[src/rtl/riscv_ctrl_fsm.sv]
// Multi-cycle FETCH/DECODE/EXEC/MEM control sequencer for an RV32I-subset datapath.
// Define CTRL_ILLEGAL_TRAP_EN to trap on unsupported encodings; otherwise they execute as NOPs.
module riscv_ctrl_fsm #(
    parameter logic [31:0] RESET_PC = 32'h0000_0000
) (
    input  logic        clk,
    input  logic        rst,
    input  logic        run,
    output logic        imem_req,
    output logic [31:0] imem_addr,
    input  logic        imem_valid,
    input  logic [31:0] imem_rdata,
    output logic [4:0]  read_reg_num1,
    output logic [4:0]  read_reg_num2,
    output logic [4:0]  write_reg_num1,
    output logic [5:0]  alu_control,
    output logic [31:0] imm_val,
    output logic [31:0] imm_val_lui,
    output logic [3:0]  sh_amt,
    output logic        alu_src,
    output logic        lb,
    output logic        sw,
    output logic        jump,
    output logic        lui_control,
    output logic        beq_control,
    output logic        bne_control,
    output logic        bgeq_control,
    output logic        blt_control,
    input  logic        beq,
    input  logic        bneq,
    input  logic        bge,
    input  logic        blt,
    output logic [31:0] pc,
    output logic        retire,
    output logic [31:0] instret,
    output logic        halted
`ifdef CTRL_ILLEGAL_TRAP_EN
    ,
    output logic        trap
`endif
);
    localparam logic [6:0] OP_R      = 7'b0110011;
    localparam logic [6:0] OP_IMM    = 7'b0010011;
    localparam logic [6:0] OP_LOAD   = 7'b0000011;
    localparam logic [6:0] OP_STORE  = 7'b0100011;
    localparam logic [6:0] OP_BRANCH = 7'b1100011;
    localparam logic [6:0] OP_LUI    = 7'b0110111;
    localparam logic [6:0] OP_JAL    = 7'b1101111;
    localparam logic [6:0] OP_SYSTEM = 7'b1110011;

    localparam logic [5:0] ALU_ADD = 6'd1, ALU_SUB = 6'd2, ALU_AND = 6'd3, ALU_OR = 6'd4;
    localparam logic [5:0] ALU_XOR = 6'd5, ALU_SLL = 6'd6, ALU_SRL = 6'd7, ALU_SLT = 6'd8;
    localparam logic [5:0] ALU_EQ = 6'd9, ALU_NE = 6'd10, ALU_GE = 6'd11, ALU_LT = 6'd12;

    typedef enum logic [2:0] {
        FETCH, DECODE, EXEC, MEM, HALT
`ifdef CTRL_ILLEGAL_TRAP_EN
        , TRAP
`endif
    } state_t;

    typedef struct packed {
        logic [4:0]  rs1;
        logic [4:0]  rs2;
        logic [4:0]  rd;
        logic [5:0]  alu;
        logic [31:0] imm;
        logic [31:0] imm_lui;
        logic [3:0]  sh;
        logic        alu_src;
        logic        jump;
        logic        lui;
        logic        beq_c;
        logic        bne_c;
        logic        bge_c;
        logic        blt_c;
        logic        load;
        logic        store;
        logic        ecall;
    } ctrl_t;

    state_t      state, state_nxt;
    logic        started;
    logic [31:0] ir;
    ctrl_t       dec, ctrl;
    logic        dec_illegal;
    logic        drive, taken;
    logic [31:0] j_imm, pc_nxt;

    always_comb begin
        dec         = '0;
        dec_illegal = 1'b0;
        case (ir[6:0])
            OP_R: begin
                dec.rs1 = ir[19:15];
                dec.rs2 = ir[24:20];
                dec.rd  = ir[11:7];
                case ({ir[31:25], ir[14:12]})
                    {7'h00, 3'd0}: dec.alu = ALU_ADD;
                    {7'h20, 3'd0}: dec.alu = ALU_SUB;
                    {7'h00, 3'd1}: dec.alu = ALU_SLL;
                    {7'h00, 3'd2}: dec.alu = ALU_SLT;
                    {7'h00, 3'd4}: dec.alu = ALU_XOR;
                    {7'h00, 3'd5}: dec.alu = ALU_SRL;
                    {7'h00, 3'd6}: dec.alu = ALU_OR;
                    {7'h00, 3'd7}: dec.alu = ALU_AND;
                    default:       dec_illegal = 1'b1;
                endcase
            end
            OP_IMM, OP_LOAD: begin
                dec.rs1     = ir[19:15];
                dec.rd      = ir[11:7];
                dec.imm     = {{20{ir[31]}}, ir[31:20]};
                dec.alu     = ALU_ADD;
                dec.alu_src = 1'b1;
                dec.load    = (ir[6:0] == OP_LOAD);
                dec_illegal = (ir[14:12] != ((ir[6:0] == OP_LOAD) ? 3'd2 : 3'd0));
            end
            OP_STORE: begin
                dec.rs1     = ir[19:15];
                dec.rs2     = ir[24:20];
                dec.imm     = {{20{ir[31]}}, ir[31:25], ir[11:7]};
                dec.alu     = ALU_ADD;
                dec.alu_src = 1'b1;
                dec.store   = 1'b1;
                dec_illegal = (ir[14:12] != 3'd2);
            end
            OP_BRANCH: begin
                dec.rs1 = ir[19:15];
                dec.rs2 = ir[24:20];
                dec.imm = {{19{ir[31]}}, ir[31], ir[7], ir[30:25], ir[11:8], 1'b0};
                case (ir[14:12])
                    3'd0: begin dec.alu = ALU_EQ; dec.beq_c = 1'b1; end
                    3'd1: begin dec.alu = ALU_NE; dec.bne_c = 1'b1; end
                    3'd5: begin dec.alu = ALU_GE; dec.bge_c = 1'b1; end
                    3'd4: begin dec.alu = ALU_LT; dec.blt_c = 1'b1; end
                    default: dec_illegal = 1'b1;
                endcase
            end
            OP_LUI: begin
                dec.rd      = ir[11:7];
                dec.imm_lui = {ir[31:12], 12'b0};
                dec.lui     = 1'b1;
            end
            OP_JAL: begin
                dec.rd   = ir[11:7];
                dec.jump = 1'b1;
            end
            OP_SYSTEM: begin
                dec.ecall   = (ir == 32'h0000_0073);
                dec_illegal = (ir != 32'h0000_0073);
            end
            default: dec_illegal = 1'b1;
        endcase
        if (!dec.ecall) dec.sh = ir[23:20];
        // Unsupported encodings carry no controls, so without the trap they behave as a NOP.
        if (dec_illegal) dec = '0;
    end

    always_comb begin
        state_nxt = state;
        case (state)
            FETCH:  if (imem_req && imem_valid) state_nxt = DECODE;
`ifdef CTRL_ILLEGAL_TRAP_EN
            DECODE: state_nxt = dec_illegal ? TRAP : EXEC;
`else
            DECODE: state_nxt = EXEC;
`endif
            EXEC: begin
                if (ctrl.ecall)                  state_nxt = HALT;
                else if (ctrl.load || ctrl.store) state_nxt = MEM;
                else                              state_nxt = FETCH;
            end
            MEM:     state_nxt = FETCH;
            default: state_nxt = state;
        endcase
    end

    assign j_imm  = {{11{ir[31]}}, ir[31], ir[19:12], ir[20], ir[30:21], 1'b0};
    assign taken  = (ctrl.beq_c && beq) || (ctrl.bne_c && bneq) ||
                    (ctrl.bge_c && bge) || (ctrl.blt_c && blt);
    assign pc_nxt = taken     ? pc + ctrl.imm :
                    ctrl.jump ? pc + j_imm    : pc + 32'd4;
    // Gated by rst so an instruction aborted by reset never reports completion.
    assign retire = rst && ((state == EXEC && !ctrl.ecall && !ctrl.load && !ctrl.store) ||
                            state == MEM);

    always_ff @(posedge clk) begin
        if (!rst) begin
            state   <= FETCH;
            pc      <= RESET_PC;
            instret <= '0;
            started <= 1'b0;
        end else begin
            state   <= state_nxt;
            started <= 1'b1;
            if (retire) begin
                pc      <= pc_nxt;
                instret <= instret + 32'd1;
            end
        end
    end

    always_ff @(posedge clk) begin
        if (imem_req && imem_valid) ir <= imem_rdata;
        if (state == DECODE)        ctrl <= dec;
    end

    assign imem_req  = (state == FETCH) && run && started;
    assign imem_addr = imem_req ? pc : 32'd0;
    assign drive     = (state == EXEC) || (state == MEM);

    assign read_reg_num1  = drive ? ctrl.rs1     : 5'd0;
    assign read_reg_num2  = drive ? ctrl.rs2     : 5'd0;
    assign write_reg_num1 = drive ? ctrl.rd      : 5'd0;
    assign alu_control    = drive ? ctrl.alu     : 6'd0;
    assign imm_val        = drive ? ctrl.imm     : 32'd0;
    assign imm_val_lui    = drive ? ctrl.imm_lui : 32'd0;
    assign sh_amt         = drive ? ctrl.sh      : 4'd0;
    assign alu_src        = drive && ctrl.alu_src;
    assign jump           = drive && ctrl.jump;
    assign lui_control    = drive && ctrl.lui;
    assign beq_control    = drive && ctrl.beq_c;
    assign bne_control    = drive && ctrl.bne_c;
    assign bgeq_control   = drive && ctrl.bge_c;
    assign blt_control    = drive && ctrl.blt_c;
    assign lb             = (state == MEM) && ctrl.load;
    assign sw             = (state == MEM) && ctrl.store;

`ifdef CTRL_ILLEGAL_TRAP_EN
    assign trap   = (state == TRAP);
    assign halted = (state == HALT) || (state == TRAP);
`else
    assign halted = (state == HALT);
`endif

endmodule
[config.mk]
export PLATFORM = sky130hd
export DESIGN_NAME = riscv_ctrl_fsm
export DESIGN_NICKNAME = d
export VERILOG_FILES = /design/src/rtl/riscv_ctrl_fsm.sv
export SDC_FILE = /design/constraint.sdc
export NUM_CORES = 1
export LEC_CHECK = 0
export ABC_AREA = 1
export BUFFER_PORTS_ARGS = -buffer_cell sky130_fd_sc_hd__buf_2
export CAP_MARGIN = 15
export CELL_PAD_IN_SITES_DETAIL_PLACEMENT = 1
export CELL_PAD_IN_SITES_GLOBAL_PLACEMENT = 1
export CORE_MARGIN = 4
export CORE_UTILIZATION = 40
export DETAILED_ROUTE_END_ITERATION = 10
export PLACE_DENSITY = 0.82
export REMOVE_ABC_BUFFERS = 1
export SLEW_MARGIN = 20
export SYNTH_ARGS = -nofsm -noshare
export SYNTH_HDL_FRONTEND = slang
export SYNTH_SLANG_ARGS = --single-unit
[constraint.sdc]
create_clock -name clk -period 4.6 [get_ports clk]
set_clock_uncertainty 0.1 [all_clocks]
set_input_delay 0.69 -clock clk [delete_from_list [all_inputs] [get_ports clk]]
set_output_delay 0.69 -clock clk [all_outputs]
set_load 0.02 [all_outputs]
* Word-level counts from Yosys, hierarchy flattened *
Index checks and enable logic that the tools add are counted.

storage, ports and cells
  input bits = 40
  logic and storage cells = 141
  flip-flop bits (word level) = 199
  output and inout bits = 197

cells by class
  bitwise operators = 6
  $add $sub $neg = 4
  mux-type cells = 32
  reductions and logical operators = 49
  eq/ne operators = 27

operator list
  operator               number
  $mux 32                5
  $pmux 32 s3            1
  $add 32x32->32         2
  $eq 10x3->1 const B    4
  $add 32x1->32 const B  1
  $add 32x3->32 const B  1
  $eq 32x7->1 const B    1
  $ne 32x7->1 const B    1
  $pmux 4 s8             1
  $eq 7x6->1 const B     3
  $eq 7x7->1 const B     3
  $logic_and 1x1->1      20
  $pmux 6 s3             1
  $reduce_or 2->1        9
  $pmux 4 s4             1
  $mux 5                 3
  $mux 1                 12
  $pmux 3 s4             1
  $eq 10x1->1 const B    1
  $eq 10x2->1 const B    1
  $eq 10x9->1 const B    1
  $logic_not 10->1       1
  $reduce_or 5->1        2
  $eq 3x3->1 const B     3
  21 further kinds       39

* Longest topological paths before layout *
Gate-level depths: netlist of the first run.

  depth after elaboration = 6
  gate-level depth with buffers = 17
  mapped depth without buffers = 17

* Worst setup path before layout of the first run *
Ideal clock, no wire load.

  kind = reg-to-reg
  start point = register state[2]
  end point = register ctrl[0] in the netlist's numbering (enable)
  data required time = 4010 ps
  path buffers = 0
  stages on the path, launching flop included = 4
  period minus slack after synthesis = 3866 ps
  arrival = 3276 ps
  library setup time = 490 ps
  setup slack = 734 ps
  cells stage by stage = dfxtp_1 inv_1 nand2_1 nor2_1

on the way
  longest elaborated chain between the ends = 1

RTL lines
  what                    RTL line  source
  start, declared         82        state_t state, state_nxt;
  start signal, assigned  195       state <= state_nxt;
  $eq 3x1->1              206       if (state == DECODE) ctrl <= dec;
  end signal, assigned    206
  end, declared           85        ctrl_t dec, ctrl;

Every way passes these cells.
A chain may end at the register's enable or synchronous reset.

==> results.json, run 1 <==
{
  "grt_max_degree": 53,
  "yosysTopAreaCell": "edfxtp_1",
  "ys_seq_area_frac": 0.3256,
  "crit_type": "flop to output pin",
  "grt_pass1_wl_um": 78510,
  "crit_arrival_ps": 2540,
  "area_growth_pct": 14.57,
  "antenna_found_initial": 0,
  "antenna_cells": 0,
  "peakVddDrop_mv": 0.2855,
  "clkSinkCount": 166,
  "synth_area_sq_mm": 0.01322,
  "postRouteAntennaNets": 0,
  "drt_iter0_markers": 1241,
  "io_buffers": 222,
  "synthArstFlopShare": 0,
  "critPathCaptureType": "output pin",
  "synthDistinctLibCells": 49,
  "worstSkewPairLatency_ps": 450,
  "die_height_um": 189.8,
  "initial_core_util": 0.4063,
  "finalCriticalPeriod_ps": 3332,
  "fillers": 4520,
  "boundaryPins": 237,
  "place_inst": 2643,
  "worst_setup_path_start_kind": "flop",
  "path_max_fanout": 21,
  "layout.nets": 2325,
  "placementRows": 66,
  "track_usage": 0.2754,
  "relSlewSlack": 0.3282,
  "drc": 0,
  "ys_warn_count": 0,
  "maxSlewViolCount": 0,
  "critPathBufInv": 2,
  "dieArea_sq_mm": 0.03602,
  "rsz0062_at_grt": "no",
  "worst_slew_pin_slew_ps": 1005,
  "cts.repair.resized": 0,
  "syn_avg_cell_area_sq_um": 6.525,
  "h-tree-depth": 4,
  "setup_viol": 0,
  "synth_edf_count": 98,
  "synth_top_family_by_area": "simple AND/OR/NAND/NOR gates",
  "postCtsSetupRepairBufs": 0,
  "status": "complete, no violations",
  "core_area_sq_mm": 0.03254,
  "cp_slowest_cell": "edfxtp_1",
  "hold_buffers": 0,
  "clockBufferDepth": 2,
  "slowest_delay_ps": 880,
  "finalHoldViolCount": 0,
  "vias_per_cell": 5.341,
  "yosys.area_share.adder": 0.06265,
  "fmaxAchievable_ghz": 0.3002,
  "overflow": 0,
  "ys_top_cells_by_count": "503 x nand2_1, 340 x inv_1, 335 x nor2_1, 117 x a21oi_1, 111 x nand3_1",
  "synth-xor-area-share": 0.02981,
  "clk_root_buffer_cell": "clkbuf_16",
  "post-route-period-util": 0.7243,
  "powerDensity_mw_per_mm2": 388.1,
  "stdcell_count": 2675,
  "whs_ps": 317.4,
  "num_vias": 14287,
  "synthSimpleGateAreaFrac": 0.3521,
  "grt_pass1_vias": 14662,
  "synth-compound-area-share": 0.1011,
  "ys.flop_type": "edfxtp_1",
  "first_pass_iters": 6,
  "critPathRequiredTime_ps": 3810,
  "cap_violations": 0,
  "clk_pin_slew_worst_paths_ps": 80,
  "hp-class": "input pin to flop",
  "p_leak_nw": 7.528,
  "drive_gt1_frac": 0.1402,
  "synth.area.top_cells": "edfxtp_1 22%, nand2_1 14%, dfxtp_1 10%",
  "drt_wl_total_um": 50960,
  "dp_hpwl_um": 40630,
  "wl_per_cell_um": 19.05,
  "ys_seq_elements": 166,
  "muxShareOfSynthArea": 0,
  "gp_congestion": 0.9046,
  "crit_chain": "inv_1 -> nor2_1 -> buf_2",
  "numCtsBuffers": 17,
  "cp_top_family": "flip-flops",
  "yosysTopAreaCellShare": 0.2226,
  "synth.most_common_cell": "nand2_1",
  "cts_tree": "built",
  "fp.dieW_um": 189.8,
  "synth_cells": 2026
}
-- routing by layer --
layer,vias up,GRT usage,part of all wire
met5,-,0,0
met1,6851,0.3609,0.43
met2,534,0.4664,0.47
met3,95,0.04220,0.064
li1,6807,-,-
met4,0,0.09349,0.030
-- placed cells by master, fill, tap and decap left out, types with 3 or more instances in the layout --
cell type	count
o211ai_1	3
nand2_2	7
a21o_1	3
nor3_2	14
buf_2	222
nor4_1	9
edfxtp_1	98
clkinv_2	5
nor3_1	56
o21ai_0	72
a221oi_1	4
dfxtp_1	68
nand2_1	502
nand3b_1	10
ha_1	63
inv_6	3
nor2_1	333
xnor2_1	15
clkbuf_16	17
xor2_1	30
conb_1	14
nand4_1	27
nor2_2	7
nand3_1	111
a31oi_1	3
buf_4	9
inv_2	6
nor2_4	8
a21oi_1	117
a22oi_1	5
a211oi_1	6
inv_1	339
o21bai_1	16
or2_2	6
-- worst paths after layout --
kind | start | end | slack (ps) | cells past startpoint
max | ctrl[76]$_SDFFCE_PP0P_ | imm_val[17] | 1270 | 3
min | imem_rdata[17] | ir[17]$_DFFE_PP_ | 320 | 1
min reg2reg | instret[13]$_SDFFE_PN0P_ | instret[13]$_SDFFE_PN0P_ | 410 | 2
max reg2reg | ctrl[76]$_SDFFCE_PP0P_ | pc[25]$_SDFFE_PN0P_ | 1690 | 10
-- state kept, by name, indices dropped and copies added, names as in the netlist --
signal	count
ctrl	66
instret	32
ir	32
pc	32
state	3
started	1
-- final cells by class --
class                           instances  area [sq um]  share of cell area
Multi-Input combinational cell       1458          7283              0.4808
Sequential cell                       166          4304              0.2842
Inverter                              346          1299             0.08574
Timing Repair Buffer                  231          1179             0.07781
Tap cell                              442         553.0             0.03651
Clock buffer                           18         429.2             0.02833
Clock inverter                         14         100.1            0.006608
-- worst register-to-register path, stage by stage, from the launching register on --
cell and delay, ps:
edfxtp_1 740, ha_1 560, nand2_1 140, nor2_1 220, nand2_1 140, nor4_1 190
nand2_1 110, o211ai_1 160, nor2_1 90, nor2_1 260, nor2_1 80
-- metrics by stage --
| stage | area, sq um | setup slack [ps] | total power [W] | util | TNS, ps |
|---|---|---|---|---|---|
| floorplan | 12870 | -2666 | 0.003602 | - | -53320 |
| global placement | 14620 | 1494 | 0.004403 | 0.4493 | 0 |
| detailed placement | 14620 | 1651 | 0.004500 | 0.4493 | 0 |
| CTS | 15150 | 1243 | 0.005858 | 0.4655 | 0 |
| global route | 15150 | 1031 | 0.006204 | 0.4655 | 0 |
| finish | 15150 | 1268 | 0.005878 | 0.4655 | 0 |
-- report_power, final --
part / internal (W) / total (W) / switching, W
Clock: 0.000696 / 0.00136 / 0.000664
Combinational: 0.000659 / 0.00239 / 0.00173
Sequential: 0.00186 / 0.00213 / 0.000269
-- logic make-up after synthesis --
kind of cell	after synthesis
AO/OA/AOI/OAI	240
flip-flops	166
XOR/XNOR	45
buffers and inverters	415
AND/OR/NAND/NOR	1094
adder cells (fa/ha/maj)	65
other	1
No activity file was read; power rests on OpenSTA's default activity.
==> run 2: changes to the inputs <==
ABC_AREA = 0   (was 1)
PLACE_DENSITY = 0.79   (was 0.82)
clock period = 3.37 ns   (was 4.6 ns; I/O delays follow)
==> results.json, run 2 <==
{
  "status": "complete, no violations",
  "hold_buffers": 0,
  "ys_seq_elements": 166,
  "grt_pass1_wl_um": 61840,
  "layout.nets": 1622,
  "crit_type": "flop to flop",
  "h-tree-depth": 4,
  "fmaxAchievable_ghz": 0.3087,
  "cts_tree": "built",
  "placementRows": 61,
  "hold_depth": 1,
  "area_growth_pct": 21.53,
  "drc": 0,
  "numCtsBuffers": 17,
  "hp-class": "input pin to flop",
  "dp_hpwl_um": 30420,
  "die_height_um": 177.6,
  "track_usage": 0.2518,
  "final_core_util": 0.4979,
  "synth_edf_count": 98,
  "stdcell_count": 1909,
  "synthDistinctLibCells": 71,
  "final_common_cell": "buf_2",
  "powerDensity_mw_per_mm2": 334.9,
  "postRouteAntennaNets": 0,
  "wl_per_cell_um": 21.47,
  "grt_max_degree": 64,
  "p_leak_nw": 6.383,
  "ys_seq_area_frac": 0.3741,
  "syn_avg_cell_area_sq_um": 9.024,
  "num_vias": 10841,
  "vias_per_cell": 5.679,
  "finalHoldViolCount": 0,
  "first_pass_iters": 5,
  "ys_top_cells_by_count": "174 x and2_1, 98 x edfxtp_1, 86 x a21oi_1, 85 x nand2_1, 80 x nor2_1",
  "fillers": 3343,
  "drt_iter0_markers": 868,
  "synth.area.top_cells": "edfxtp_1 26%, dfxtp_1 12%, and2_1 9.5%",
  "worst_slew_pin_slew_ps": 722.3,
  "ys.flop_type": "edfxtp_1",
  "whs_ps": 124.9,
  "gp_congestion": 0.9301,
  "largest_register_ffs": 66,
  "clk_pin_slew_worst_paths_ps": 80,
  "post-route-period-util": 0.9613,
  "path_max_fanout": 4,
  "relSlewSlack": 0.5167,
  "clkSinkCount": 166,
  "synth_cells": 1275,
  "fp.dieW_um": 177.6,
  "synthArstFlopShare": 0,
  "crit_arrival_ps": 3470,
  "io_buffers": 222,
  "critPathCaptureType": "flop",
  "worst_setup_path_start_kind": "flop",
  "peakVddDrop_mv": 0.3060,
  "clk_root_buffer_cell": "clkbuf_16",
  "drt_wl_total_um": 40980,
  "clockBufferDepth": 2,
  "place_inst": 1874,
  "largest-register": "ctrl",
  "grt_pass1_vias": 10862,
  "overflow": 0,
  "synth.most_common_cell": "and2_1",
  "dieArea_sq_mm": 0.03154,
  "drive_gt1_frac": 0.2379,
  "antenna_found_initial": 1,
  "core_area_sq_mm": 0.02809,
  "critPathRequiredTime_ps": 3600,
  "ys_warn_count": 0,
  "finalCriticalPeriod_ps": 3239,
  "cap_violations": 0,
  "yosysTopAreaCellShare": 0.2558,
  "yosysTopAreaCell": "edfxtp_1",
  "initial_core_util": 0.4097,
  "worstSkewPairLatency_ps": 450,
  "setup_viol": 0,
  "synth_area_sq_mm": 0.01151,
  "p_total_w": 0.004684,
  "final_cell_mix": "222 x buf_2, 173 x and2_1, 98 x edfxtp_1",
  "boundaryPins": 237,
  "maxSlewViolCount": 0,
  "ff2ff_path_depth": 11
}
run 2: cell types whose count changed in the layout (fill, tap and decap cells not counted), moves of 36 or more:
cell,previous run,this run
nand2_1,502,85
inv_1,339,16
nor2_1,333,80
and2_1,2,173
nand3_1,111,49
buf_4,9,68
xnor2_1,15,63
nor3_1,56,17
a21oi_1,117,80
a21o_1,3,39
run 2: layer usage:
| layer | wire length, um | vias up | global-route usage |
|---|---|---|---|
| met2 | 20320 | 347 | 0.4380 |
| met4 | 935 | 0 | 0.07509 |
| met1 | 17520 | 5373 | 0.3228 |
| met5 | 0 | - | 0 |
| met3 | 2200 | 58 | 0.03963 |
| li1 | - | 5063 | - |
run 2: what timing repair did:
| action | 4_1_cts | 5_1_grt |
|---|---|---|
| endpoints found under the setup margin | 2 | 30 |
| buffers inserted | 0 | 2 |
| gates resized for setup | 2 | 14 |
| pin swaps | 0 | 1 |
run 2: worst max-delay path: stages, from the launching register on:
cell and delay (ps):
edfxtp_1 410, ha_1 240, fa_2 390, a21oi_2 180
o21ai_1 160, a21oi_2 220, o31ai_2 150, a41o_1 270
and3_1 200, a311o_1 340, and3_1 170, a311o_1 300
run 2: cell families (layout without fill, tap and decap cells):
| family | after synthesis | in the layout | share of synthesized area |
|---|---|---|---|
| other | 1 | 15 | 0.0003259 |
| buffers and inverters | 99 | 341 | 0.04382 |
| adders and majority gates | 65 | 65 | 0.07199 |
| DFF | 166 | 166 | 0.3741 |
| muxes | 11 | 11 | 0.009896 |
| AOI/OAI and AO/OA | 310 | 310 | 0.1784 |
| and+or+nand+nor | 528 | 528 | 0.2491 |
| xor gates and xnor gates | 95 | 95 | 0.07231 |
run 2: final cells by class:
type	count	area, sq um	share of cell area
Antenna cell	1	2.502	0.0001790
Clock buffer	17	425.4	0.03042
Clock inverter	15	205.2	0.01467
Inverter	16	60.06	0.004295
Multi-Input combinational cell	1023	6847	0.4896
Sequential cell	166	4304	0.3078
Tap cell	378	473.0	0.03382
Timing Repair Buffer	293	1667	0.1192
run 2: through the flow:
step                worst slack, ps  setup TNS (ps)  instance area (sq um)
detailed placement            69.27               0                  13250
finish                        130.5               0                  13980
global placement              138.4               0                  13250
global route                 -14.60          -14.60                  13980
floorplan                     -1967         -195810                  11110
CTS                           15.80               0                  13890
run 2: report_power, final:
group / internal (W) / leakage [nW] / switching [W]
clock: 0.00115 / 0.307 / 0.00100
sequential: 0.00217 / 1.45 / 0.0000265
combinational: 0.000113 / 4.62 / 0.000225
run 2: path summary, 6_finish.rpt:
check                               start                 endpoint  slack, ps
setup / recovery   ctrl[46]$_SDFFCE_PP0P_      pc[26]$_SDFFE_PN0P_        130
hold / removal             imem_rdata[31]         ir[31]$_DFFE_PP_        120
setup reg to reg   ctrl[46]$_SDFFCE_PP0P_      pc[26]$_SDFFE_PN0P_        130
hold reg to reg   instret[1]$_SDFFE_PN0P_  instret[1]$_SDFFE_PN0P_        400
